### config.mk
export PLATFORM = sky130hd
export DESIGN_NAME = i2s_unit
export DESIGN_NICKNAME = d
export VERILOG_FILES = /design/src/rtl/audioport_pkg.sv /design/src/rtl/i2s_unit.sv
export SDC_FILE = /design/constraint.sdc
export NUM_CORES = 1
export LEC_CHECK = 0
export CORE_MARGIN = 2
export CORE_UTILIZATION = 39
export CTS_CLUSTER_SIZE = 28
export DETAILED_ROUTE_END_ITERATION = 16
export GPL_ROUTABILITY_DRIVEN = 0
export HOLD_SLACK_MARGIN = 0.15
export PLACE_DENSITY = 0.64
export SKIP_CTS_REPAIR_TIMING = 1
export SYNTH_ARGS = -nofsm -noshare
export SYNTH_HDL_FRONTEND = slang
export SYNTH_SLANG_ARGS = --single-unit
### constraint.sdc
create_clock -name clk -period 1.78 [get_ports clk]
set_clock_uncertainty 0.1 [all_clocks]
set_input_delay 0.445 -clock clk [delete_from_list [all_inputs] [get_ports clk]]
set_output_delay 0.445 -clock clk [all_outputs]
set_load 0.02 [all_outputs]
### src/rtl/audioport_pkg.sv
// Shared constants and types for the audioport blocks.
// Rate codes map to the mclk divider that produces the I2S bit clock.
package audioport_pkg;

    localparam logic [1:0] RATE_48000  = 2'b00;
    localparam logic [1:0] RATE_96000  = 2'b01;
    localparam logic [1:0] RATE_192000 = 2'b10;

    localparam int MCLK_DIV_48000  = 8;
    localparam int MCLK_DIV_96000  = 4;
    localparam int MCLK_DIV_192000 = 2;

    localparam int I2S_FRAME_BITS = 48;

    typedef enum logic [1:0] {
        IDLE,
        PLAY,
        STOPPING
    } i2s_state_t;

    // Terminal count of the bit-clock divider; the unused code falls back to 48 kHz.
    function automatic logic [2:0] i2s_div_last(input logic [1:0] rate);
        case (rate)
            RATE_96000:  return 3'(MCLK_DIV_96000 - 1);
            RATE_192000: return 3'(MCLK_DIV_192000 - 1);
            default:     return 3'(MCLK_DIV_48000 - 1);
        endcase
    endfunction

endpackage

### src/rtl/i2s_unit.sv
// I2S serializer: buffers one stereo pair and streams it as a 48-bit frame,
// bit clock derived from mclk by the rate-dependent divider.
module i2s_unit
    import audioport_pkg::*;
(
    input  logic        clk,
    input  logic        rst_n,
    input  logic        play_in,
    input  logic [1:0]  cfg_in,
    input  logic        tick_in,
    input  logic [23:0] audio0_in,
    input  logic [23:0] audio1_in,
    output logic        req_out,
    output logic        sck_out,
    output logic        ws_out,
    output logic        sdo_out
);

    localparam int LAST_BIT = I2S_FRAME_BITS - 1;

    i2s_state_t  state;
    logic [2:0]  div_last;
    logic [2:0]  div_cnt;
    logic [5:0]  bit_cnt;
    logic [47:0] in_buf;
    logic [46:0] frame_sr;

    logic bit_start;
    logic bit_end;
    logic frame_load;
    logic frame_end;
    logic ws_next;

    assign bit_start  = (div_cnt == 3'd0);
    assign bit_end    = (div_cnt == div_last);
    assign frame_load = bit_start && (bit_cnt == 6'd0);
    assign frame_end  = bit_end && (bit_cnt == 6'(LAST_BIT));
    // Word select leads the data by one slot, so it flips in slots 23 and 47.
    assign ws_next    = (bit_cnt >= 6'd23) && (bit_cnt < 6'(LAST_BIT));

    always_ff @(posedge clk or negedge rst_n) begin
        if (!rst_n) begin
            in_buf <= '0;
        end else if (tick_in) begin
            in_buf <= {audio0_in, audio1_in};
        end
    end

    // Outputs are registered from the counter position seen at the edge, so
    // the MSB of the buffer is already on sdo_out in the first slot-0 cycle.
    always_ff @(posedge clk or negedge rst_n) begin
        if (!rst_n) begin
            state    <= IDLE;
            div_last <= 3'd0;
            div_cnt  <= 3'd0;
            bit_cnt  <= 6'd0;
            frame_sr <= '0;
            req_out  <= 1'b0;
            sck_out  <= 1'b0;
            ws_out   <= 1'b0;
            sdo_out  <= 1'b0;
        end else begin
            case (state)
                IDLE: begin
                    req_out <= 1'b0;
                    sck_out <= 1'b0;
                    ws_out  <= 1'b0;
                    sdo_out <= 1'b0;
                    div_cnt <= 3'd0;
                    bit_cnt <= 6'd0;
                    if (play_in) begin
                        div_last <= i2s_div_last(cfg_in);
                        state    <= PLAY;
                    end
                end
                PLAY, STOPPING: begin
                    req_out <= frame_load;
                    sck_out <= (div_cnt > (div_last >> 1));
                    if (bit_start) begin
                        ws_out <= ws_next;
                        if (frame_load) begin
                            frame_sr <= in_buf[46:0];
                            sdo_out  <= in_buf[47];
                        end else begin
                            frame_sr <= {frame_sr[45:0], 1'b0};
                            sdo_out  <= frame_sr[46];
                        end
                    end
                    if (bit_end) begin
                        div_cnt <= 3'd0;
                        bit_cnt <= frame_end ? 6'd0 : bit_cnt + 6'd1;
                    end else begin
                        div_cnt <= div_cnt + 3'd1;
                    end
                    // A stop only takes effect at a frame boundary; the IDLE
                    // branch then zeroes the pins on the following cycle.
                    if (frame_end) begin
                        state <= play_in ? PLAY : IDLE;
                    end else begin
                        state <= play_in ? PLAY : STOPPING;
                    end
                end
                default: begin
                    state <= IDLE;
                end
            endcase
        end
    end

endmodule

==> impl_metrics.env <==
export IMPL_synthDistinctLibCells=31
export IMPL_crit_path_end_kind="flip-flop"
export IMPL_slew_headroom_pct=68.0
export IMPL_ff2ff_setup_slack_ns=0.1
export IMPL_multiInputGateArea_um2=2040
export IMPL_final_hold_viol_count=0
export IMPL_clockRootBuffer="clkbuf_16"
export IMPL_power_internal_uw=7820
export IMPL_nNetsFinal=565
export IMPL_final_setup_tns_ns=0
export IMPL_hold_path_class="in -> reg"
export IMPL_yosys_warnings=0
export IMPL_die_h_um=117
export IMPL_synth_area_per_cell_um2=11.7
export IMPL_port_buffers=57
export IMPL_min_period_ns=1.68
export IMPL_path_clk_slew_ns=0.05
export IMPL_p_sw_share_pct=32.4
export IMPL_track_usage_pct=15.5
export IMPL_grt_pass1_vias=3488
export IMPL_nFillCells=1121
export IMPL_antenna_cells=0
export IMPL_max_clock_freq_mhz=594
export IMPL_worstPathRequired_ns=1.96
export IMPL_final_cell_mix="dfrtp_1, nand2_1, clkdlybuf4s50_1"
export IMPL_die_area_um2=13600
export IMPL_die_x_um=117
export IMPL_netlist_area_um2=4950
export IMPL_outcome="finished, final reports clean"
export IMPL_drv_slew=0
export IMPL_fin_util_pct=52.8
export IMPL_syn_num_nets=487
export IMPL_num_vias=3380
export IMPL_final_cell_area_um2=6620
export IMPL_synthTopCellsByArea="dfrtp_1, mux2_2, mux2i_1"
export IMPL_crit_start="bit_cnt[2]"
export IMPL_route_detailed_drc=0
export IMPL_powerDensity_nw_per_um2=1750
export IMPL_max_cap_viol_count=0
export IMPL_viasPerCell=4.95
export IMPL_critical_path_class="reg -> reg"
export IMPL_dpl_cell_area_um2=5930
export IMPL_syn_inst=424
export IMPL_hpwl_um=6480
export IMPL_comb_power_share_pct=37.8
export IMPL_rr_worst_depth=6
export IMPL_setup_violations=0
export IMPL_grt_pass1_wl_um=16200
export IMPL_cts_tree="yes"
export IMPL_ys_ff_latch=113
export IMPL_r2r_start="bit_cnt[2]"
export IMPL_fin_crit_sh_pct=94.6
export IMPL_vdd_drop_max_mv=0.780
export IMPL_grt_remaining_overflow=0
export IMPL_detail_route_wl_per_cell_um=14.2
export IMPL_core_area_um2=12500
export IMPL_yosysTopAreaCell="dfrtp_1"
export IMPL_htreeDepth=4
export IMPL_num_io_pins=58
export IMPL_cts_num_sinks=113
export IMPL_num_rows=41
export IMPL_initialDrtViolationCount=143
export IMPL_rr_endpoint="frame_sr[19]"
export IMPL_seqCellArea_um2=2830
export IMPL_clk_path_buf_depth=2
export IMPL_worstMarginPinSlew_ns=0.480
export IMPL_postRouteAntennaNets=0
export IMPL_grt_max_degree=48
export IMPL_start_kind="flip-flop"
export IMPL_drive_gt1_share_pct=21.5
export IMPL_wl_um=9670
export IMPL_netlist_area_leader_share_pct=57.1
export IMPL_first_pass_iters=6
export IMPL_crit_fanout=18
export IMPL_critPathCapture="frame_sr[19]"
export IMPL_p_leak_uw=0.00298
export IMPL_synth_seq_area_share_pct=57.1
export IMPL_worstSkewPairLatency_ns=0.42
export IMPL_cts_made_buffers=17
export IMPL_final_common_cell="dfrtp_1"
export IMPL_critPathArrivalTime_ns=1.86
export IMPL_clockPowerShare_pct=30.0
export IMPL_seq_power_share_pct=32.2
export IMPL_areaGrowthSynthToFinish_pct=33.6
export IMPL_p_switching_uw=3750
export IMPL_grt_antenna_before_repair=0
export IMPL_initial_core_util_pct=39.5
-- kinds of logic (layout without fill, tap and decap cells) --
| logic type | after synthesis | count (layout) | synth area share, % |
|---|---|---|---|
| XOR/XNOR | 4 | 4 | 0.708 |
| AND/OR/NAND/NOR | 97 | 97 | 8.57 |
| adder cells (fa/ha/maj) | 9 | 9 | 2.28 |
| multiplexers | 97 | 97 | 20.9 |
| AO/OA/AOI/OAI | 72 | 72 | 7.63 |
| buffers and inverters | 32 | 119 | 2.83 |
| flip-flops | 113 | 113 | 57.1 |
-- routing by layer --
| layer | GRT usage (%) | up-vias | wire, µm |
|---|---|---|---|
| li1 | - | 1629 | - |
| met1 | 19.4 | 1682 | 4480 |
| met2 | 25.0 | 52 | 4690 |
| met3 | 4.36 | 17 | 326 |
| met4 | 6.90 | 0 | 178 |
| met5 | 0 | - | 0 |
-- state kept, by name (all words and copies together) (netlist names) --
signal	flops
bit_cnt	6
div_cnt	3
div_last	3
frame_sr	47
in_buf	48
req_out	1
sck_out	1
sdo_out	1
state	2
ws_out	1
-- power groups by stage --
stage	clock, µW	combinational [µW]	sequential, µW
after floorplan	0	2800	3670
after global placement	0	3980	3730
after detailed placement	0	4150	3760
after CTS	3530	4160	3730
after global routing	3660	4910	3820
final	3480	4370	3720
-- worst max-delay path: stages (launching register included) --
cell and delay [ns]:
dfrtp_1 0.38, nor4_1 0.27, buf_4 0.17, nand3_4 0.14, buf_16 0.21, mux2i_1 0.17
o21ai_0 0.11
-- how the worst min path moves through the flow --
stage | slack [ns] | end | depth (start not counted) | from
floorplan | 0.05 | bit_cnt[0] | 0 | rst_n
global placement | 0.34 | frame_sr[23] | 1 | rst_n
detailed placement | 0.34 | frame_sr[23] | 1 | rst_n
CTS | -0.1 | frame_sr[12] | 1 | rst_n
global route | 0.23 | in_buf[11] | 2 | tick_in
finish | 0.23 | in_buf[11] | 2 | tick_in
-- synth_stat cells (all sizes together) --
master and instances:
a2bb2oi 1, ha 9, or4 1, or2 2
nor3 1, nor4 1, a31oi 1, xnor2 4
o22ai 1, nor2 4, o211ai 3, a22o 1
nand4 1, nor3b 1, buf 9, o21ai 59
nand3 10, inv 8, or4b 1, or3 1
mux2i 48, clkbuf 15, dfrtp 113, nand2 66
a21oi 6, nand2b 5, mux2 49, nor2b 3
-- through the flow --
step | total power, µW | setup WS, ns | hold slack (ns) | instances
2_1_floorplan | 6470 | 0.0475 | 0.0494 | 424
3_3_place_gp | 7710 | 0.0461 | 0.335 | 653
3_5_place_dp | 7910 | -0.0222 | 0.341 | 653
4_1_cts | 11400 | -0.223 | -0.0957 | 681
5_1_grt | 12400 | -0.00357 | 0.227 | 683
6_report | 11600 | 0.0967 | 0.228 | 683
-- layout make-up --
type / count / area share (%)
inverter: 8 / 0.454
multi-input combinational: 279 / 30.8
clock buffer: 22 / 7.02
timing repair buffer: 83 / 13.7
clock inverter: 6 / 2.00
tap: 172 / 3.25
sequential: 113 / 42.7
No activity file was read; power rests on OpenSTA's default activity.
